--- config.mk ---
export PLATFORM = sky130hd
export DESIGN_NAME = load_store_unit_flat
export DESIGN_NICKNAME = d
export VERILOG_FILES = /design/src/rtl/load_store_unit_if.sv /design/src/rtl/load_store_unit.sv /design/src/flat_wrapper.sv
export SDC_FILE = /design/constraint.sdc
export NUM_CORES = 1
export LEC_CHECK = 0
export ABC_AREA = 1
export CORE_ASPECT_RATIO = 1.5
export CORE_MARGIN = 2
export CORE_UTILIZATION = 40
export CTS_CLUSTER_DIAMETER = 150
export DETAILED_ROUTE_END_ITERATION = 12
export DONT_BUFFER_PORTS = 1
export GPL_TIMING_DRIVEN = 0
export PLACE_DENSITY = 0.59
export REMOVE_ABC_BUFFERS = 1
export SYNTH_ARGS = -nofsm -noshare
export SYNTH_HDL_FRONTEND = slang
export SYNTH_SLANG_ARGS = --single-unit
--- constraint.sdc ---
create_clock -name clk -period 2.78 [get_ports clk]
set_clock_uncertainty 0.05 [all_clocks]
set_input_delay 0.556 -clock clk [delete_from_list [all_inputs] [get_ports clk]]
set_output_delay 0.556 -clock clk [all_outputs]
set_load 0.05 [all_outputs]
--- src/rtl/load_store_unit_if.sv ---
// Request, response and memory-port signals of the load/store unit.
// The unit itself connects through the master modport; the pipeline/memory side uses slave.
interface load_store_unit_if #(
  parameter int ADDRESS_WIDTH = 32,
  parameter int DATA_WIDTH    = 32
);
  logic                     req_valid;
  logic                     req_ready;
  logic                     req_we;
  logic [1:0]               req_size;
  logic                     req_unsigned;
  logic [ADDRESS_WIDTH-1:0] req_addr;
  logic [DATA_WIDTH-1:0]    req_wdata;
  logic                     rsp_valid;
  logic [DATA_WIDTH-1:0]    rsp_rdata;
  logic                     rsp_err;
  logic                     mem_we;
  logic                     mem_byteop;
  logic [ADDRESS_WIDTH-1:0] mem_addr;
  logic [DATA_WIDTH-1:0]    mem_wdata;
  logic [DATA_WIDTH-1:0]    mem_rdata;

  modport master (
    input  req_valid, req_we, req_size, req_unsigned, req_addr, req_wdata, mem_rdata,
    output req_ready, rsp_valid, rsp_rdata, rsp_err,
           mem_we, mem_byteop, mem_addr, mem_wdata
  );

  modport slave (
    output req_valid, req_we, req_size, req_unsigned, req_addr, req_wdata, mem_rdata,
    input  req_ready, rsp_valid, rsp_rdata, rsp_err,
           mem_we, mem_byteop, mem_addr, mem_wdata
  );
endinterface

--- src/rtl/load_store_unit.sv ---
// Big-endian load/store master: splits halfword and misaligned-word accesses into byte
// beats on a word/byte-only memory port, assembles load data and extends it.
module load_store_unit #(
  parameter int ADDRESS_WIDTH = 32,
  parameter int DATA_WIDTH    = 32,
  parameter int BYTE_WIDTH    = 8
) (
  input  logic clk,
  input  logic rst_n,
  load_store_unit_if.master bus
);

  localparam int HALF_WIDTH = 2 * BYTE_WIDTH;

  typedef enum logic [1:0] {IDLE, ACCESS, RESP} state_t;

  state_t                   state, state_d;
  logic [1:0]               idx, idx_d;
  logic                     accept;

  logic                     we_q;
  logic                     uns_q;
  logic                     err_q;
  logic                     word_q;
  logic [1:0]               size_q;
  logic [1:0]               last_q;
  logic [ADDRESS_WIDTH-1:0] addr_q;
  logic [DATA_WIDTH-1:0]    wdata_q;
  logic [DATA_WIDTH-1:0]    acc_q;

  // Byte k of an n-byte right-justified store value, most significant byte first.
  function automatic logic [BYTE_WIDTH-1:0] beat_byte(input logic [DATA_WIDTH-1:0] d,
                                                      input logic [1:0] sz,
                                                      input logic [1:0] k);
    logic [DATA_WIDTH-1:0] s;
    int unsigned           lead;
    lead = (sz == 2'd0) ? 3 : (sz == 2'd1) ? 2 : 0;
    s    = d << (BYTE_WIDTH * (lead + int'(k)));
    return s[DATA_WIDTH-1 -: BYTE_WIDTH];
  endfunction

  function automatic logic [DATA_WIDTH-1:0] extend_byte(input logic [BYTE_WIDTH-1:0] b,
                                                        input logic zext);
    logic signed [BYTE_WIDTH-1:0] sb;
    logic signed [DATA_WIDTH-1:0] sw;
    sb = b;
    sw = DATA_WIDTH'(sb);
    return zext ? DATA_WIDTH'(b) : sw;
  endfunction

  function automatic logic [DATA_WIDTH-1:0] extend_half(input logic [HALF_WIDTH-1:0] h,
                                                        input logic zext);
    logic signed [HALF_WIDTH-1:0] sh;
    logic signed [DATA_WIDTH-1:0] sw;
    sh = h;
    sw = DATA_WIDTH'(sh);
    return zext ? DATA_WIDTH'(h) : sw;
  endfunction

  assign bus.req_ready = rst_n && (state == IDLE);
  assign accept        = bus.req_valid && bus.req_ready;

  always_ff @(posedge clk) begin
    if (!rst_n) begin
      state <= IDLE;
      idx   <= 2'd0;
      err_q <= 1'b0;
    end else begin
      state <= state_d;
      idx   <= idx_d;
      if (accept) err_q <= (bus.req_size == 2'b11);
    end
  end

  // Request fields are held for the whole operation; acc collects load bytes MSB first.
  always_ff @(posedge clk) begin
    if (accept) begin
      we_q    <= bus.req_we;
      uns_q   <= bus.req_unsigned;
      size_q  <= bus.req_size;
      addr_q  <= bus.req_addr;
      wdata_q <= bus.req_wdata;
      word_q  <= (bus.req_size == 2'b10) && (bus.req_addr[1:0] == 2'b00);
      case (bus.req_size)
        2'b01:   last_q <= 2'd1;
        2'b10:   last_q <= (bus.req_addr[1:0] == 2'b00) ? 2'd0 : 2'd3;
        default: last_q <= 2'd0;
      endcase
    end else if (state == ACCESS && !we_q) begin
      acc_q <= word_q ? bus.mem_rdata
                      : {acc_q[DATA_WIDTH-BYTE_WIDTH-1:0], bus.mem_rdata[BYTE_WIDTH-1:0]};
    end
  end

  always_comb begin
    state_d        = state;
    idx_d          = idx;
    bus.mem_we     = 1'b0;
    bus.mem_byteop = 1'b0;
    bus.mem_addr   = '0;
    bus.mem_wdata  = '0;
    bus.rsp_valid  = 1'b0;
    bus.rsp_err    = 1'b0;
    bus.rsp_rdata  = '0;
    case (state)
      IDLE: begin
        if (accept) begin
          idx_d   = 2'd0;
          state_d = (bus.req_size == 2'b11) ? RESP : ACCESS;
        end
      end
      ACCESS: begin
        bus.mem_we     = we_q;
        bus.mem_byteop = !word_q;
        bus.mem_addr   = word_q ? addr_q : addr_q + ADDRESS_WIDTH'(idx);
        bus.mem_wdata  = word_q ? wdata_q
                                : {{(DATA_WIDTH-BYTE_WIDTH){1'b0}}, beat_byte(wdata_q, size_q, idx)};
        idx_d          = idx + 2'd1;
        if (idx == last_q) state_d = RESP;
      end
      RESP: begin
        bus.rsp_valid = 1'b1;
        bus.rsp_err   = err_q;
        if (!err_q && !we_q) begin
          case (size_q)
            2'b00:   bus.rsp_rdata = extend_byte(acc_q[BYTE_WIDTH-1:0], uns_q);
            2'b01:   bus.rsp_rdata = extend_half(acc_q[HALF_WIDTH-1:0], uns_q);
            default: bus.rsp_rdata = acc_q;
          endcase
        end
        state_d = IDLE;
      end
      default: state_d = IDLE;
    endcase
    // Reset takes effect on the outputs at once so an interrupted store writes nothing more.
    if (!rst_n) begin
      bus.mem_we     = 1'b0;
      bus.mem_byteop = 1'b0;
      bus.mem_addr   = '0;
      bus.mem_wdata  = '0;
      bus.rsp_valid  = 1'b0;
      bus.rsp_err    = 1'b0;
      bus.rsp_rdata  = '0;
    end
  end

endmodule
--- src/flat_wrapper.sv ---
// flat-port wrapper written by rule: the top's interface ports become plain ports
module load_store_unit_flat 
#(
  parameter int ADDRESS_WIDTH = 32,
  parameter int DATA_WIDTH    = 32,
  parameter int BYTE_WIDTH    = 8
)
  (clk, rst_n, bus_req_valid, bus_req_we, bus_req_size, bus_req_unsigned, bus_req_addr, bus_req_wdata, bus_mem_rdata, bus_req_ready, bus_rsp_valid, bus_rsp_rdata, bus_rsp_err, bus_mem_we, bus_mem_byteop, bus_mem_addr, bus_mem_wdata);
  load_store_unit_if #(.ADDRESS_WIDTH(ADDRESS_WIDTH), .DATA_WIDTH(DATA_WIDTH)) bus_i ();
  input  logic clk;
  input  logic rst_n;
  input wire logic [$bits(bus_i.req_valid)-1:0] bus_req_valid;
  input wire logic [$bits(bus_i.req_we)-1:0] bus_req_we;
  input wire logic [$bits(bus_i.req_size)-1:0] bus_req_size;
  input wire logic [$bits(bus_i.req_unsigned)-1:0] bus_req_unsigned;
  input wire logic [$bits(bus_i.req_addr)-1:0] bus_req_addr;
  input wire logic [$bits(bus_i.req_wdata)-1:0] bus_req_wdata;
  input wire logic [$bits(bus_i.mem_rdata)-1:0] bus_mem_rdata;
  output wire logic [$bits(bus_i.req_ready)-1:0] bus_req_ready;
  output wire logic [$bits(bus_i.rsp_valid)-1:0] bus_rsp_valid;
  output wire logic [$bits(bus_i.rsp_rdata)-1:0] bus_rsp_rdata;
  output wire logic [$bits(bus_i.rsp_err)-1:0] bus_rsp_err;
  output wire logic [$bits(bus_i.mem_we)-1:0] bus_mem_we;
  output wire logic [$bits(bus_i.mem_byteop)-1:0] bus_mem_byteop;
  output wire logic [$bits(bus_i.mem_addr)-1:0] bus_mem_addr;
  output wire logic [$bits(bus_i.mem_wdata)-1:0] bus_mem_wdata;
  assign bus_i.req_valid = bus_req_valid;
  assign bus_i.req_we = bus_req_we;
  assign bus_i.req_size = bus_req_size;
  assign bus_i.req_unsigned = bus_req_unsigned;
  assign bus_i.req_addr = bus_req_addr;
  assign bus_i.req_wdata = bus_req_wdata;
  assign bus_i.mem_rdata = bus_mem_rdata;
  assign bus_req_ready = bus_i.req_ready;
  assign bus_rsp_valid = bus_i.rsp_valid;
  assign bus_rsp_rdata = bus_i.rsp_rdata;
  assign bus_rsp_err = bus_i.rsp_err;
  assign bus_mem_we = bus_i.mem_we;
  assign bus_mem_byteop = bus_i.mem_byteop;
  assign bus_mem_addr = bus_i.mem_addr;
  assign bus_mem_wdata = bus_i.mem_wdata;
  load_store_unit #(.ADDRESS_WIDTH(ADDRESS_WIDTH), .DATA_WIDTH(DATA_WIDTH), .BYTE_WIDTH(BYTE_WIDTH)) u_core (.clk(clk), .rst_n(rst_n), .bus(bus_i));
endmodule
### Yosys cells after proc, flatten, opt, wreduce, memory -nomap -nowiden

Cells that the tools add are included.

* bitwise logic cells: 1
* shifts and indexed selects: 1
* equal/unequal tests: 9
* reductions and logical operators: 15
* $add $sub $neg: 3
* multiplexer cells: 31

Operators by type and width (count)
* 2-to-1 mux 32 bit: 12
* one-hot mux 32 bit (2 select lines): 1
* adder 32 x 2 -> 32 bit: 1
* << shifter 32 x 32 -> 32 bit: 1
* adder 29 x 2 -> 29 bit: 1
* 2-to-1 mux 29 bit: 1
* 2-to-1 mux 2 bit: 6
* one-hot mux 2 bit (2 select lines): 3
* 2-to-1 mux 1 bit: 8
* equality test 2 x 1 -> 1 bit, second input constant: 3
* equality test 2 bit, second input constant: 3
* zero test 2 bit: 3
* AND reduction 2 bit: 3
* logical AND 1 bit: 5
* zero test 1 bit: 3
* adder 2 x 1 -> 2 bit, second input constant: 1
* equality test 2 bit: 1
* != test 2 x 1 -> 1 bit, second input constant: 1
* != test 2 bit, second input constant: 1
* nonzero test 2 bit: 1
* NOT 1 bit: 1

* input bits: 103
* output and inout port bits: 101
* word-level logic and storage cells: 71
* bits in registers: 108

### Depth between registers and ports, before layout

Gate-level depths: netlist of run 1.

* depth in word-level cells: 8
* gate-level depth with buffers: 12
* mapped depth without buffers: 11

### Worst setup path before layout of run 1

OpenSTA, ideal clock, no wires.

* path type: input to register
* start: input rst_n
* end: register u_core.addr_q[0] (enable)
* cell stages on the path: 4
* buffers on the path: 0
* arrival time: 3016 ps
* path slack: -712 ps
* setup time: 425 ps
* required time: 2305 ps
* cells stage by stage: inv_2 -> nor2_1 -> nand2_1 -> inv_1

* cells in the longest elaborated chain, start to end: 2

Ends and longest elaborated chain
* start: declaration: RTL line flat_wrapper.sv:11 `input logic rst_n;`
* logical AND 1 bit: RTL line load_store_unit.sv:60 `assign bus.req_ready = rst_n && (state == IDLE);`
* net bus_req_ready: RTL line flat_wrapper.sv:19 `output wire logic [$bits(bus_i.req_ready)-1:0] bus_req_ready;`
* logical AND 1 bit: RTL line load_store_unit.sv:61 `assign accept = bus.req_valid && bus.req_ready;`
* net u_core.accept: RTL line load_store_unit.sv:19 `logic accept;`
* end signal: assignment: RTL line load_store_unit.sv:81 `addr_q <= bus.req_addr;`
* end: declaration: RTL line load_store_unit.sv:27 `logic [ADDRESS_WIDTH-1:0] addr_q;`

The timed path passes the listed nets, and every way through them passes these cells.
A chain may end at the register's enable or synchronous reset.

### Final worst setup path of run 1

* start: register u_core.size_q[1]
* end: output bus_mem_wdata[6]

* cells in the longest elaborated chain, start to end: 8
* elaborated cells between the ends (all ways): 9
* classes of those cells: add/sub (1); eq/ne (1); shift (1); mux (5); reduce/logical (1)

Ends and longest elaborated chain
* start: declaration: RTL line load_store_unit.sv:25 `logic [1:0] size_q;`
* start signal: assignment: RTL line load_store_unit.sv:80 `size_q <= bus.req_size;`
* equality test 2 x 1 -> 1 bit: RTL line load_store_unit.sv:37 `lead = (sz == 2'd0) ? 3 : (sz == 2'd1) ? 2 : 0;`
* 2-to-1 mux 2 bit: RTL line load_store_unit.sv:37
* 2-to-1 mux 29 bit (*): RTL line load_store_unit.sv:37
* adder 29 x 2 -> 29 bit (*): RTL line load_store_unit.sv:38 `s = d << (BYTE_WIDTH * (lead + int'(k)));`
* << shifter 32 x 32 -> 32 bit (*): RTL line load_store_unit.sv:38
* 2-to-1 mux 32 bit (*): RTL line load_store_unit.sv:116 `bus.mem_wdata = word_q ? wdata_q`
* 2-to-1 mux 32 bit (*): RTL line load_store_unit.sv:105 `case (state)`
* 2-to-1 mux 32 bit (*): RTL line load_store_unit.sv:136 `if (!rst_n) begin`
* end: declaration: RTL line flat_wrapper.sv:26 `output wire logic [$bits(bus_i.mem_wdata)-1:0] bus_mem_wdata;`

Every way passes the cells marked *; elsewhere a longest branch is shown, timed or not.

==> results of run 1 <==
## worst max-delay path: cells and delay by family (launching register included)
family / cells / cell delay (ns)
AND/OR/NAND/NOR: 3 / 0.59
adder cells (fa/ha/maj): 2 / 0.74
AO/OA/AOI/OAI: 2 / 0.20
buffers and inverters: 2 / 0.16
flip-flops: 1 / 0.47
## where the power goes
part / switching [W] / internal, W
clock network: 0.000620 / 0.000630
logic: 0.00119 / 0.000420
registers: 0.000129 / 0.00201
## synthesized netlist by cell type, drive strengths merged, types with 8 or more instances
| cell | n | area (um^2) |
|---|---|---|
| buf | 13 | 78.8 |
| nand2 | 158 | 606 |
| edfxtp | 103 | 3090 |
| a22oi | 8 | 60.1 |
| nor2 | 105 | 454 |
| inv | 99 | 372 |
| clkbuf | 13 | 48.8 |
| nor3 | 21 | 105 |
| o21ai | 37 | 185 |
| a21oi | 49 | 245 |
| o211ai | 8 | 60.1 |
| nand3 | 26 | 183 |
## layout make-up
type | instances | area, um^2
Clock buffer | 9 | 225
Clock inverter | 7 | 67.6
Fill cell | 1176 | 6270
Inverter | 99 | 387
Multi-Input combinational cell | 447 | 3530
Sequential cell | 108 | 3200
Tap cell | 196 | 245
Timing Repair Buffer | 47 | 527
Timing Repair inverter | 1 | 7.51
## routing by layer
| metal | track usage, % | vias up | routed length, um | part of all wire [%] |
|---|---|---|---|---|
| met5 | 0 | - | 13 | 0.076 |
| met1 | 24.7 | 2324 | 6360 | 37 |
| met3 | 6.28 | 43 | 1200 | 7.0 |
| met4 | 8.08 | 2 | 557 | 3.2 |
| li1 | - | 2306 | - | - |
| met2 | 36.7 | 198 | 9020 | 53 |
## registers in the layout (all words and copies together), names as in the netlist
| name | flops |
|---|---|
| u_core.err_q | 1 |
| u_core.acc_q | 32 |
| u_core.state | 2 |
| u_core.last_q | 2 |
| u_core.we_q | 1 |
| u_core.word_q | 1 |
| u_core.uns_q | 1 |
| u_core.wdata_q | 32 |
| u_core.size_q | 2 |
| u_core.addr_q | 32 |
| u_core.idx | 2 |
## metrics by stage
stage	cell area, um^2	power, W	hold slack [ns]	cells	TNS (ns)
global placement	6010	0.00320	0.421	848	-236.34
detailed placement	6120	0.00324	0.437	853	-70.93
global route	8190	0.00522	0.226	914	-7.83
floorplan	5760	0.00299	0.393	652	-83.90
CTS	7840	0.00495	0.228	904	-4.94
finish	8190	0.00500	0.244	914	-4.44
## cells by family (layout without fill, tap and decap cells)
family | Yosys count | after routing | share of synthesized area (%)
XOR/XNOR | 8 | 8 | 1.19
AO/OA/AOI/OAI | 108 | 108 | 10.1
buffers and inverters | 125 | 163 | 8.47
adder cells (fa/ha/maj) | 8 | 8 | 1.95
flip-flops | 108 | 108 | 54.2
AND/OR/NAND/NOR | 321 | 323 | 24.1
## how the worst min path moves through the flow
stage / start / endpoint / slack (ns) / depth (start not counted)
after global placement: u_core.err_q / u_core.err_q / 0.42 / 2
after floorplan: u_core.err_q / u_core.err_q / 0.39 / 2
after global routing: bus_req_wdata[17] / u_core.wdata_q[17] / 0.23 / 0
after CTS: bus_req_wdata[17] / u_core.wdata_q[17] / 0.23 / 0
final: bus_req_wdata[17] / u_core.wdata_q[17] / 0.24 / 0
after detailed placement: u_core.err_q / u_core.err_q / 0.44 / 2
## layout by cell type (no fill, tap or decap), drive strengths merged
cell / instances
dfxtp: 5
clkinvlp: 3
nor3b: 2
edfxtp: 103
nor3: 21
fa: 2
clkbuf: 10
a21oi: 49
xnor2: 4
a21boi: 1
nor2b: 2
o211ai: 8
clkinv: 4
xor2: 4
inv: 100
ha: 6
a31oi: 2
a22oi: 8
nor2: 106
buf: 46
o21ai: 37
nand3: 26
nand3b: 1
nand4: 6
nand2: 159
o21bai: 3
## timing repair
action | CTS | global route
pin swaps | 49 | 39
setup endpoints to repair | 169 | 65
gates cloned | 3 | 1
buffers inserted | 32 | 12
hold buffers | 0 | 0
gates resized for setup | 258 | 68
==> qor.log, run 1 <==
qor: grt.first_pass_grt_wire_length 25.6 mm
qor: drt.routedWlPerCell 18.8 um
qor: setup_path.critical_path.startpoint_type register
qor: setup_path.timing.critical_path.slowest_cell_delay 0.60 ns
qor: logic_synthesis.unique_cell_type_count_in_the_yosys_netlist 33
qor: sta.clock.fmax 320 MHz
qor: setup_path.r2r_slack 0.33 ns
qor: floorplanning.core.rowCount 54
qor: clock_network.worst_setup_hold_path_clk_slew 0.08 ns
qor: logic_synthesis.synth_enable_flop_cells 103
qor: clock_network.total_clock_buffers_created_by_cts 9
qor: drt.wl 17.2 mm
qor: power_and_ir_drop.worst_vdd_drop 376 uV
qor: clock_network.clock_tree.root_cell sky130_fd_sc_hd__clkbuf_16
qor: setup_path.worstReg2RegStart u_core.state[0]
qor: logic_synthesis.ys.warnings.count 0
qor: sta.max_slew_margin 37.4%
qor: setup_path.critical_path_required 2.17 ns
qor: cells_and_area.syn_to_final_growth 39.1%
qor: logic_synthesis.syn-mean-instance-area 8.69 um^2
qor: run.drv_cap 0
qor: cells_and_area.final_core_util 56.7%
qor: floorplanning.ports 204
qor: grt.largest_net_degree_at_the_start_of_global_routing 72
qor: floorplanning.floorplan.die.width 103 um
qor: grt.grt_pass1_vias 4818
qor: setup_path.critical_path.cell_chain nor2_4 > ha_4 > inv_2 > fa_2 > buf_6 > o211ai_1 > nand2_1 > a22oi_2 > nor2_4
qor: logic_synthesis.synth.ff_latch_count 108
qor: sta.timing_max_transition_violations_final 0
qor: placement.pre_cts_slack -1.43 ns
qor: floorplanning.floorplan.initialDensity 40.7%
qor: setup_path.timing.setup.critical_path_class register to output port
qor: sta.final_critical_path_setup_slack -0.346 ns
qor: drt.post-route-drc-count 0
qor: setup_path.crit_path_frequent_cell sky130_fd_sc_hd__nor2_4
qor: power_and_ir_drop.power-per-cell-area 611 mW/mm^2
qor: setup_path.critical_path.startpoint u_core.size_q[1]
qor: clock_network.cts_tree yes
qor: placement.numPortBuffers 0
qor: floorplanning.core_area 0.0145 mm^2
qor: drt.drt-vias-per-instance 5.33
qor: grt.grtUsageTotal 21.4%
qor: placement.detail_placement_hpwl 11.1 mm
qor: sta.final_min_period_over_clock_period 112%
qor: clock_network.cts.sinks 108
qor: clock_network.htreeDepth 3
qor: drt.vias 4873
qor: setup_path.worst-r2r-cell-count 5
qor: setup_path.worstPathMaxFanout 4
qor: setup_path.critical_path.endpoint_type output port
qor: cells_and_area.layout.nets 824
qor: sta.timing.final.hold_violations 0
qor: worst_hold_path.min-delay-path-class input pin to register
qor: sta.worst_pin_slew 0.934 ns
qor: logic_synthesis.synth-seq-area-share 54.2%
qor: setup_path.timing.critical_path.slowest_stage_cell sky130_fd_sc_hd__fa_2
qor: clock_network.insertion_delay 0.35 ns
qor: cells_and_area.antennaDiodeCount 0
qor: logic_synthesis.synth_ff_type sky130_fd_sc_hd__edfxtp_1
qor: grt.globalRouteOverflowTotal 0
qor: grt.number_of_antenna_violations_at_the_first_check_in_global_routing 2
qor: placement.globalplace.congestion 0.809
qor: power_and_ir_drop.p_leak 2.90 nW
qor: setup_path.worst_setup_endpoint bus_mem_wdata[6]
qor: logic_synthesis.synthesis.instances 678
qor: floorplanning.die_area 0.0157 mm^2
qor: floorplanning.chipHeight 153 um
qor: drt.final_antenna_net_count 0
qor: drt.drtIter0Drc 203
qor: setup_path.timing.critical_path.arrival 2.52 ns
qor: status.status finished, violations left
qor: clock_network.max_buffers_root_to_sink 2
qor: sta.setup_repair_after_global_routing_missed_its_margin true
qor: drt.drt_pre_antenna_iters 5
qor: cells_and_area.layout-drive-gt1-share 38.7%
qor: setup_path.timing.rr.end u_core.addr_q[10]
qor: sta.timing.final.crit_period 3.13 ns
qor: logic_synthesis.synth_area 0.00589 mm^2
qor: status.violated_checks negative setup slack
qor: logic_synthesis.async_reset_ff_share 0%
qor: sta.setup_viol_count_final 29
Note: power is estimated with default switching activity, not from simulation.
==> run 2: changes to the inputs <==
CTS_CLUSTER_DIAMETER = 100   (was 150)
==> results of run 2 <==
The final DEF is identical to that of run 1; final timing and power are the same.
